[src/rtl/grl_spike_encoder_pkg.sv]
// grl_pkg: shared types and constants for the GRL spike encoder.
//   GRL_NUM_LINES / GRL_TIME_W / GRL_RST_LEN : default geometry
//   NO_SPIKE                                 : all-ones time, line never falls
//   enc_state_t                              : IDLE / RUN / RESET sequencing
//   spike_time_t                             : one line's spike time
package grl_pkg;

   localparam int GRL_NUM_LINES = 4;
   localparam int GRL_TIME_W    = 3;
   localparam int GRL_RST_LEN   = 4;

   typedef logic [GRL_TIME_W-1:0] spike_time_t;

   localparam spike_time_t NO_SPIKE = {GRL_TIME_W{1'b1}};

   typedef enum logic [1:0] {
      IDLE  = 2'd0,
      RUN   = 2'd1,
      RESET = 2'd2
   } enc_state_t;

endpackage

[src/rtl/grl_spike_encoder_if.sv]
// grl_spike_encoder_if: time-vector handshake into the spike encoder.
//   in_valid : source has a time vector on in_times
//   in_ready : encoder can accept a vector this cycle
//   in_times : packed [0:NUM_LINES-1][TIME_W-1:0] per-line spike times
// Modports: master (feature buffer side), slave (encoder side).
interface grl_spike_encoder_if
   import grl_pkg::*;
#(
   parameter int NUM_LINES = GRL_NUM_LINES,
   parameter int TIME_W    = GRL_TIME_W
);

   logic                                  in_valid;
   logic                                  in_ready;
   logic [0:NUM_LINES-1][TIME_W-1:0]      in_times;

   modport master (output in_valid, output in_times, input in_ready);
   modport slave  (input in_valid, input in_times, output in_ready);

endinterface

[src/rtl/grl_spike_encoder_line_driver.sv]
// grl_line_driver: one GRL output line.
//   clk, rst_n : clock, async active-low reset (line high, time discarded)
//   load       : vector accepted this edge; load_time is latched
//   load_time  : spike time for this line
//   step       : run window advancing to step_time on this edge
//   step_time  : run counter value visible in the next cycle
//   clear      : run window ends; line returns high for the gamma reset
//   line_out   : registered GRL line, 1 = no event yet
// The output is registered from the *next* counter value so that a line
// with time t is low exactly in run cycle t (time 0 falls together with
// gamma_start).
module grl_line_driver
   import grl_pkg::*;
#(
   parameter int TIME_W = GRL_TIME_W
) (
   input  logic              clk,
   input  logic              rst_n,
   input  logic              load,
   input  logic [TIME_W-1:0] load_time,
   input  logic              step,
   input  logic [TIME_W:0]   step_time,
   input  logic              clear,
   output logic              line_out
);

   localparam logic [TIME_W-1:0] NO_T = {TIME_W{1'b1}};

   logic [TIME_W-1:0] time_r;
   logic              line_r;

   // Latch the time and drive the monotonic falling edge of the line.
   always_ff @(posedge clk or negedge rst_n) begin
      if (!rst_n) begin
         time_r <= NO_T;
         line_r <= 1'b1;
      end else if (load) begin
         time_r <= load_time;
         line_r <= (load_time != {TIME_W{1'b0}});
      end else if (clear) begin
         time_r <= time_r;
         line_r <= 1'b1;
      end else if (step && (time_r != NO_T) && ({1'b0, time_r} == step_time)) begin
         time_r <= time_r;
         line_r <= 1'b0;
      end else begin
         time_r <= time_r;
         line_r <= line_r;
      end
   end

   assign line_out = line_r;

endmodule

[src/rtl/grl_spike_encoder.sv]
// grl_spike_encoder: converts per-line binary spike times into GRL spike
// trains (idle high, 1->0 at the encoded time) and owns gamma-cycle timing.
//   clk, rst_n   : clock, async active-low reset
//   in_bus       : grl_spike_encoder_if.slave (in_valid / in_ready / in_times)
//   spikes_out   : [0:NUM_LINES-1] GRL lines, 1 = no event yet
//   gamma_start  : one-cycle pulse marking time 0 of the run window
//   busy         : high in RUN or RESET
// Optional (macro GRL_SPIKE_ENC_DONE_EN):
//   gamma_done   : one-cycle pulse in the final RESET cycle
//   first_time   : minimum latched time, all-ones if no line spikes
// Gamma period accept-to-accept is 1 + 2^TIME_W + RST_LEN cycles.
module grl_spike_encoder
   import grl_pkg::*;
#(
   parameter int NUM_LINES = GRL_NUM_LINES,
   parameter int TIME_W    = GRL_TIME_W,
   parameter int RST_LEN   = GRL_RST_LEN
) (
   input  logic                 clk,
   input  logic                 rst_n,
   grl_spike_encoder_if.slave   in_bus,
   output logic [0:NUM_LINES-1] spikes_out,
   output logic                 gamma_start,
   output logic                 busy
`ifdef GRL_SPIKE_ENC_DONE_EN
   ,output logic                gamma_done
   ,output logic [TIME_W-1:0]   first_time
`endif
);

   localparam int                CNT_W    = TIME_W + 1;
   localparam logic [CNT_W-1:0]  CNT_LAST = CNT_W'((1 << TIME_W) - 1);
   localparam int                RST_CW   = $clog2(RST_LEN + 1);
   localparam logic [RST_CW-1:0] RST_LAST = RST_CW'(RST_LEN - 1);

   enc_state_t        state_r;
   logic [CNT_W-1:0]  cnt_r;
   logic [RST_CW-1:0] rst_cnt_r;
   logic              in_ready_r;
   logic              gamma_start_r;
   logic              busy_r;

   logic              accept_s;
   logic              run_end_s;
   logic              step_s;
   logic [CNT_W-1:0]  step_time_s;

   // Handshake and run-window strobes shared by the FSM and line drivers.
   always_comb begin
      accept_s    = in_bus.in_valid && in_ready_r && (state_r == IDLE);
      run_end_s   = (state_r == RUN) && (cnt_r == CNT_LAST);
      step_s      = (state_r == RUN) && (cnt_r != CNT_LAST);
      step_time_s = cnt_r + CNT_W'(1);
   end

   // Gamma-cycle sequencer with registered handshake/status outputs.
   always_ff @(posedge clk or negedge rst_n) begin
      if (!rst_n) begin
         state_r       <= IDLE;
         cnt_r         <= {CNT_W{1'b0}};
         rst_cnt_r     <= {RST_CW{1'b0}};
         in_ready_r    <= 1'b1;
         gamma_start_r <= 1'b0;
         busy_r        <= 1'b0;
      end else begin
         gamma_start_r <= 1'b0;
         case (state_r)
            IDLE: begin
               if (accept_s) begin
                  state_r       <= RUN;
                  cnt_r         <= {CNT_W{1'b0}};
                  in_ready_r    <= 1'b0;
                  busy_r        <= 1'b1;
                  gamma_start_r <= 1'b1;
               end else begin
                  in_ready_r    <= 1'b1;
                  busy_r        <= 1'b0;
               end
            end
            RUN: begin
               if (cnt_r == CNT_LAST) begin
                  state_r   <= RESET;
                  rst_cnt_r <= {RST_CW{1'b0}};
               end else begin
                  cnt_r     <= cnt_r + CNT_W'(1);
               end
            end
            RESET: begin
               if (rst_cnt_r == RST_LAST) begin
                  state_r    <= IDLE;
                  in_ready_r <= 1'b1;
                  busy_r     <= 1'b0;
               end else begin
                  rst_cnt_r  <= rst_cnt_r + RST_CW'(1);
               end
            end
            default: begin
               state_r    <= IDLE;
               in_ready_r <= 1'b1;
               busy_r     <= 1'b0;
            end
         endcase
      end
   end

   assign in_bus.in_ready = in_ready_r;
   assign gamma_start     = gamma_start_r;
   assign busy            = busy_r;

   for (genvar i = 0; i < NUM_LINES; i++) begin : g_line
      grl_line_driver #(
         .TIME_W    (TIME_W)
      ) u_line (
         .clk       (clk),
         .rst_n     (rst_n),
         .load      (accept_s),
         .load_time (in_bus.in_times[i]),
         .step      (step_s),
         .step_time (step_time_s),
         .clear     (run_end_s),
         .line_out  (spikes_out[i])
      );
   end

`ifdef GRL_SPIKE_ENC_DONE_EN
   logic              gamma_done_r;
   logic              done_next_s;
   logic [TIME_W-1:0] first_time_r;
   logic [TIME_W-1:0] min_time_s;

   // Minimum incoming time and "next cycle is the last RESET cycle" flag.
   always_comb begin
      min_time_s = {TIME_W{1'b1}};
      for (int i = 0; i < NUM_LINES; i++) begin
         min_time_s = (in_bus.in_times[i] < min_time_s) ? in_bus.in_times[i] : min_time_s;
      end
      if (run_end_s) begin
         done_next_s = (RST_LEN == 1);
      end else if ((state_r == RESET) && (rst_cnt_r != RST_LAST)) begin
         done_next_s = ((rst_cnt_r + RST_CW'(1)) == RST_LAST);
      end else begin
         done_next_s = 1'b0;
      end
   end

   // Register gamma_done and the earliest spike time of the accepted vector.
   always_ff @(posedge clk or negedge rst_n) begin
      if (!rst_n) begin
         gamma_done_r <= 1'b0;
         first_time_r <= {TIME_W{1'b1}};
      end else begin
         gamma_done_r <= done_next_s;
         if (accept_s) begin
            first_time_r <= min_time_s;
         end else begin
            first_time_r <= first_time_r;
         end
      end
   end

   assign gamma_done = gamma_done_r;
   assign first_time = first_time_r;
`endif

endmodule

[src/flat_wrapper.sv]
// flat-port wrapper written by rule: the top's interface ports become plain ports
module grl_spike_encoder_flat import grl_pkg::*;
#(
   parameter int NUM_LINES = GRL_NUM_LINES,
   parameter int TIME_W    = GRL_TIME_W,
   parameter int RST_LEN   = GRL_RST_LEN
)
  (clk, rst_n, spikes_out, gamma_start, busy, in_bus_in_valid, in_bus_in_times, in_bus_in_ready);
  grl_spike_encoder_if #(.NUM_LINES(NUM_LINES), .TIME_W(TIME_W)) in_bus_i ();
  input  logic clk;
  input  logic rst_n;
  output logic [0:NUM_LINES-1] spikes_out;
  output logic gamma_start;
  output logic busy;
  input wire logic [$bits(in_bus_i.in_valid)-1:0] in_bus_in_valid;
  input wire logic [$bits(in_bus_i.in_times)-1:0] in_bus_in_times;
  output wire logic [$bits(in_bus_i.in_ready)-1:0] in_bus_in_ready;
  assign in_bus_i.in_valid = in_bus_in_valid;
  assign in_bus_i.in_times = in_bus_in_times;
  assign in_bus_in_ready = in_bus_i.in_ready;
  grl_spike_encoder #(.NUM_LINES(NUM_LINES), .TIME_W(TIME_W), .RST_LEN(RST_LEN)) u_core (.clk(clk), .rst_n(rst_n), .in_bus(in_bus_i), .spikes_out(spikes_out), .gamma_start(gamma_start), .busy(busy));
endmodule
[config.mk]
export PLATFORM = sky130hd
export DESIGN_NAME = grl_spike_encoder_flat
export DESIGN_NICKNAME = d
export VERILOG_FILES = /design/src/rtl/grl_spike_encoder_pkg.sv /design/src/rtl/grl_spike_encoder_if.sv /design/src/rtl/grl_spike_encoder_line_driver.sv /design/src/rtl/grl_spike_encoder.sv /design/src/flat_wrapper.sv
export SDC_FILE = /design/constraint.sdc
export NUM_CORES = 1
export LEC_CHECK = 0
export CAP_MARGIN = 10
export CORE_MARGIN = 2
export CORE_UTILIZATION = 56
export CTS_CLUSTER_DIAMETER = 100
export DETAILED_ROUTE_END_ITERATION = 16
export PLACE_DENSITY = 0.83
export SLEW_MARGIN = 10
export SYNTH_ARGS = -nofsm -noshare
export SYNTH_HDL_FRONTEND = slang
export SYNTH_SLANG_ARGS = --single-unit
[constraint.sdc]
create_clock -name clk -period 5.5 [get_ports clk]
set_input_delay 0.55 -clock clk [delete_from_list [all_inputs] [get_ports clk]]
set_output_delay 0.55 -clock clk [all_outputs]
set_load 0.05 [all_outputs]
==> flow_summary.json, run 1 <==
{
  "outcome": "complete, no violations",
  "ys_seq_elements": 28,
  "r2r_cells": 5,
  "worst_slack_ps": 3140,
  "std_cell_rows": 18,
  "wl_met2_um": 1410,
  "drc_errors": 0,
  "crit_arrival_ps": 2610,
  "syn-cell-area_um2": 1430,
  "synth_edf_count": 0,
  "clk_latency_ps": 340,
  "finalMaxSlewViolations": 0,
  "cts_made_buffers": 3,
  "final_layout_size_suffix_gt1_frac": 0.182,
  "clock_power_share": 0.102,
  "cts_root_buf": "clkbuf_4",
  "highest-signal-layer": "met4",
  "critPathMaxFanout": 19,
  "switching_power_mw": 0.441,
  "antenna_cells": 0,
  "preCtsSetupSlack_ps": 2770,
  "drt_iter0_drc": 30,
  "slew_headroom": 0.538,
  "clk_pin_slew_ps": 150,
  "die_area_um2": 2970,
  "antenna_found_initial": 0,
  "rsz0062_at_grt": "false",
  "finalCriticalPeriod_ps": 2360,
  "syn_avg_cell_area_um2": 9.52,
  "ctsHoldBuffers": 0,
  "hold_class": "reg -> reg",
  "initial_core_util": 0.582,
  "tightest_slew_ps": 688,
  "synth_nets": 168,
  "fill_cells": 188,
  "wl_um": 2750,
  "seqPwrFrac": 0.419,
  "vias": 1098,
  "cellPowerDensity_nw_per_um2": 612,
  "core_um2": 2450,
  "critical-path-max-stage-delay_ps": 560,
  "met1_length_um": 1200,
  "whs_path_depth": 2,
  "fin_skew_ps": 3.64,
  "yosysSeqAreaShare": 0.506,
  "io_pins": 22,
  "slowest_stage": "nand4bb_1",
  "clkSinkCount": 28,
  "die_w_um": 54.5,
  "synth_top_area_frac": 0.313,
  "fmax_ghz": 0.423,
  "gp_congestion": 0.762,
  "synth_top_family_by_area": "simple AND/OR/NAND/NOR gates",
  "path_delay_family": "buffers and inverters",
  "synthCells": 150,
  "synth_fa_ha_area_frac": 0.0263,
  "clockBufferDepth": 2,
  "ctsResizeCount": 0,
  "grt_pass1_wl_um": 4480,
  "htree_levels": 1,
  "synth_flop_cell": "dfstp_2",
  "grt.overflow.total": 0,
  "critPathCaptureType": "register",
  "startpoint": "in_bus_in_valid",
  "hold_start": "u_core.g_line[3].u_line.time_r[0]$_DFFE_PN1P_",
  "synthArstFlopShare": 1.00,
  "grt_max_degree": 29,
  "fp.dieH_um": 54.5,
  "hpwl_um": 1970,
  "drv_cap": 0,
  "critPathKind": "in -> reg",
  "synth_most_common_cell": "nand2_1",
  "switching_share": 0.433,
  "tns_ps": 0,
  "crit_chain": "clkdlybuf4s50_1 > nand4bb_1 > inv_2 > a21oi_2 > a31o_2 > a21o_1",
  "nets": 184,
  "worstSetupStartpointType": "input pin",
  "power_mw": 1.02,
  "period_share": 0.429,
  "grt_pass1_vias": 1043,
  "setup_viol_count_final": 0,
  "r2r-start": "u_core.in_bus.in_ready$_DFFE_PN1P_",
  "wire_per_inst_um": 14.1,
  "leakagePower_nw": 0.762,
  "ir_worst_vdd_v": 0.000385,
  "via_per_inst": 5.63,
  "layout-area-overhead-vs-synth_pct": 16.4,
  "p_int_mw": 0.576,
  "synth_xor_area_frac": 0.0613,
  "ant_nets": 0,
  "grt_usage": 0.213,
  "required_ps": 5750,
  "synth_area_leaders": "dfstp_2 31%, dfrtp_1 19%, nand2_1 12%",
  "io_buffers": 21,
  "synth_cell_types": 34,
  "hold_viol_final": 0,
  "synthSimpleGateAreaFrac": 0.222,
  "crit_buf_inv": 2,
  "cts_tree": "yes",
  "first_pass_iters": 4,
  "post_cts_buffers": 0,
  "yosys-top-cells-count": "47 x nand2_1, 17 x dfstp_2, 11 x dfrtp_1, 11 x o21ai_0, 8 x xor2_1",
  "synthMuxAreaShare": 0.00789,
  "synth_compound_area_frac": 0.124,
  "yosysWarnings": 0,
  "path_depth": 6,
  "synth_top_area_cell": "dfstp_2",
  "power_frac_comb": 0.479,
  "dr_wl_met3_um": 97
}
-- layer usage --
| layer | up-vias | GRT usage |
|---|---|---|
| li1 | 536 | - |
| met1 | 532 | 0.261 |
| met2 | 25 | 0.361 |
| met3 | 5 | 0.0383 |
| met4 | 0 | 0.104 |
| met5 | - | 0 |
-- tightest hold or removal path: cells and delay by family (launching register included) --
family | cells | cell delay, ps
flip-flops | 1 | 400
AND/OR/NAND/NOR | 2 | 100
-- registers in the layout, summed over array words and instances (netlist names) --
name / cells
u_core.busy: 1
u_core.cnt_r: 4
u_core.g_line.u_line.line_out: 4
u_core.g_line.u_line.time_r: 12
u_core.gamma_start: 1
u_core.in_bus.in_ready: 1
u_core.rst_cnt_r: 3
u_core.state_r: 2
-- cells in the final DEF (no fill, tap or decap), types with 2 or more instances in the layout --
cell type and n:
xnor2_1 2, clkbuf_4 3, dfstp_2 17, a21oi_1 3
nand3_1 3, a211oi_1 3, or4_1 4, nor2_1 2
a21o_1 2, o21ai_0 11, clkdlybuf4s50_1 21, ha_1 3
a32oi_1 4, dfrtp_1 11, nand2_1 47, xor2_1 8
inv_1 4
-- cells by family after synthesis --
logic type / after synthesis
AOI/OAI and AO/OA: 27
xor gates and xnor gates: 10
adders and majority gates: 3
buffers and inverters: 16
DFF: 28
muxes: 1
and+or+nand+nor: 65
-- through the flow --
step	hold slack, ps	utilization	area [um2]	std cells
after floorplan	254	-	1430	150
after global placement	457	0.662	1630	191
after detailed placement	459	0.662	1630	191
after CTS	480	0.677	1660	195
after global routing	487	0.677	1660	195
final	475	0.677	1660	195
-- cell type report --
class,count,area [um2],share of cell area
inverters,5,18.8,0.0113
well taps,30,37.5,0.0226
flip-flops and latches,28,722,0.434
clock buffers,4,36.3,0.0218
multi-input cells,106,629,0.379
repair buffers,22,218,0.131
-- final timing paths --
path / endpoint / slack, ps
setup / recovery: u_core.cnt_r[3]$_DFFE_PN0P_ / 3140
max in group asynchronous: u_core.g_line[1].u_line.time_r[0]$_DFFE_PN1P_ / 4640
min in group asynchronous: u_core.state_r[0]$_DFFE_PN0P_ / 560
hold reg to reg: u_core.g_line[3].u_line.time_r[0]$_DFFE_PN1P_ / 480
setup reg to reg: u_core.cnt_r[3]$_DFFE_PN0P_ / 3240
hold / removal: u_core.g_line[3].u_line.time_r[0]$_DFFE_PN1P_ / 480
-- power by group through the flow --
| stage | Sequential [mW] | Combinational [mW] | Clock [mW] |
|---|---|---|---|
| after floorplan | 0.427 | 0.370 | 0 |
| after global placement | 0.422 | 0.466 | 0 |
| after detailed placement | 0.429 | 0.488 | 0 |
| after CTS | 0.425 | 0.490 | 0.105 |
| after global routing | 0.440 | 0.540 | 0.112 |
| final | 0.426 | 0.487 | 0.103 |
Note: power is estimated with default switching activity, not from simulation.
==> run 2: changes to the inputs <==
--- a/config.mk
+++ b/config.mk
@@ -7,10 +7,10 @@
 export LEC_CHECK = 0
 export CAP_MARGIN = 10
 export CORE_MARGIN = 2
-export CORE_UTILIZATION = 56
+export CORE_UTILIZATION = 52
 export CTS_CLUSTER_DIAMETER = 100
 export DETAILED_ROUTE_END_ITERATION = 16
-export PLACE_DENSITY = 0.83
+export PLACE_DENSITY = 0.77
 export SLEW_MARGIN = 10
 export SYNTH_ARGS = -nofsm -noshare
 export SYNTH_HDL_FRONTEND = slang
==> constraint.sdc (replaced) <==
create_clock -name clk -period 2.4 [get_ports clk]
set_input_delay 0.24 -clock clk [delete_from_list [all_inputs] [get_ports clk]]
set_output_delay 0.24 -clock clk [all_outputs]
set_load 0.05 [all_outputs]
==> run 2 against run 1 <==
  * Die area grew 7.1%
  * Combinational power up 130%
  * Cell count increased by 0.51%
  * Critical path depth fell by 5
  * First-iteration DRC count decreased by 20%
  * Sequential share of layout area grew 0.065 points
==> flow_summary.json, run 2 (same netlist as run 1, synthesis figures left out) <==
{
  "highest-signal-layer": "met4",
  "fin_skew_ps": 6.25,
  "tightest_slew_ps": 647,
  "final_layout_size_suffix_gt1_frac": 0.181,
  "slew_headroom": 0.566,
  "largest_reg_flops": 12,
  "critPathKind": "reg -> out",
  "critPathMaxFanout": 5,
  "drt_iter0_drc": 24,
  "clkSinkCount": 28,
  "ir_worst_vdd_v": 0.000846,
  "gp_congestion": 0.766,
  "grt_usage": 0.194,
  "cts_tree": "yes",
  "tns_ps": 0,
  "met1_length_um": 1220,
  "clk_pin_slew_ps": 150,
  "initial_core_util": 0.561,
  "nets": 185,
  "antenna_found_initial": 0,
  "slowest_stage": "clkdlybuf4s50_1",
  "htree_levels": 1,
  "io_buffers": 21,
  "final_cell_mix": "47 x nand2_1, 21 x clkdlybuf4s50_1, 17 x dfstp_2, 11 x o21ai_0, 11 x dfrtp_1",
  "std_cell_rows": 18,
  "ctsResizeCount": 0,
  "cts_root_buf": "clkbuf_4",
  "wl_met2_um": 1330,
  "vias": 1089,
  "fp.dieH_um": 56.4,
  "rsz0062_at_grt": "false",
  "grt.overflow.total": 0,
  "setup_viol_count_final": 0,
  "regToRegSetupSlack_ps": 460,
  "regArea_um2": 722,
  "final_cells": 196,
  "final_common_cell": "nand2_1",
  "ant_nets": 0,
  "hold_viol_final": 0,
  "die_w_um": 56.4,
  "outcome": "complete, no violations",
  "io_pins": 22,
  "clk_latency_ps": 330,
  "regMostFlops": "u_core.g_line.u_line.time_r",
  "core_um2": 2540,
  "grt_pass1_vias": 1096,
  "post_cts_buffers": 0,
  "multi_input_area_um2": 629,
  "clockBufferDepth": 2,
  "drc_errors": 0,
  "fmax_ghz": 0.509,
  "required_ps": 2160,
  "hpwl_um": 1950,
  "layout-area-overhead-vs-synth_pct": 16.2,
  "wl_um": 2710,
  "grt_pass1_wl_um": 4840,
  "die_area_um2": 3180,
  "leakagePower_nw": 0.761,
  "crit_buf_inv": 1,
  "ctsHoldBuffers": 0,
  "wire_per_inst_um": 13.8,
  "finalMaxSlewViolations": 0,
  "placedCellCount": 192,
  "cts_made_buffers": 3,
  "fill_cells": 211,
  "first_pass_iters": 4,
  "grt_max_degree": 29,
  "drv_cap": 0,
  "path_delay_family": "buffers and inverters",
  "critical-path-max-stage-delay_ps": 800,
  "cellPowerDensity_nw_per_um2": 1380,
  "crit_arrival_ps": 1730,
  "antenna_cells": 0,
  "via_per_inst": 5.56,
  "worstSetupStartpointType": "register",
  "dr_wl_met3_um": 130,
  "power_mw": 2.29,
  "crit_chain": "clkdlybuf4s50_1",
  "period_share": 0.819,
  "hold_class": "in -> async",
  "critPathCaptureType": "primary output",
  "finalCriticalPeriod_ps": 1970
}
## run 2: metal layers
layer,up-vias,track usage
met5,-,0
met4,0,0.0612
met1,521,0.251
li1,537,-
met2,26,0.333
met3,5,0.0300
## run 2: path summary, 6_finish.rpt
| kind | depth (start not counted) | end | startpoint |
|---|---|---|---|
| setup / recovery | 1 | in_bus_in_ready | u_core.in_bus.in_ready$_DFFE_PN1P_ |
| hold / removal | 2 | u_core.state_r[0]$_DFFE_PN0P_ | rst_n |
| setup reg to reg | 4 | u_core.g_line[0].u_line.line_out$_DFFE_PN1P_ | u_core.cnt_r[0]$_DFFE_PN0P_ |
| hold reg to reg | 2 | u_core.g_line[3].u_line.time_r[0]$_DFFE_PN1P_ | u_core.g_line[3].u_line.time_r[0]$_DFFE_PN1P_ |
| max in group asynchronous | 2 | u_core.g_line[1].u_line.line_out$_DFFE_PN1P_ | rst_n |
| min in group clk | 3 | u_core.g_line[3].u_line.time_r[1]$_DFFE_PN1P_ | in_bus_in_times[1] |
## run 2: worst register-to-register path: cells and delay by family, from the launching register on
kind                     cells  cell delay [ps]
AND/OR/NAND/NOR              2              700
flip-flops                   1              620
adder cells (fa/ha/maj)      1              310
AO/OA/AOI/OAI                1              240
## run 2: layout make-up
type | count | share of cell area
multi-input combinational | 106 | 0.379
timing repair buffer | 23 | 0.136
sequential | 28 | 0.435
inverter | 5 | 0.0113
tap | 30 | 0.0226
clock buffer | 4 | 0.0158
## run 2: power by group
part,total [mW],leakage (nW),switching [mW],internal [mW]
registers,0.972,0.321,0.196,0.776
clock network,0.201,0.0150,0.136,0.0652
logic,1.12,0.424,0.660,0.457
total,2.29,0.761,0.992,1.30
## run 2: per-stage QoR
step                      setup WS [ps]  hold slack (ps)  utilization  instance area (um2)
after floorplan                     601            -55.6            -                 1430
after global placement              520              458        0.642                 1630
after detailed placement            474              462        0.642                 1630
after CTS                           427              265        0.652                 1660
after global routing                321              287        0.652                 1660
final                               434              251        0.652                 1660
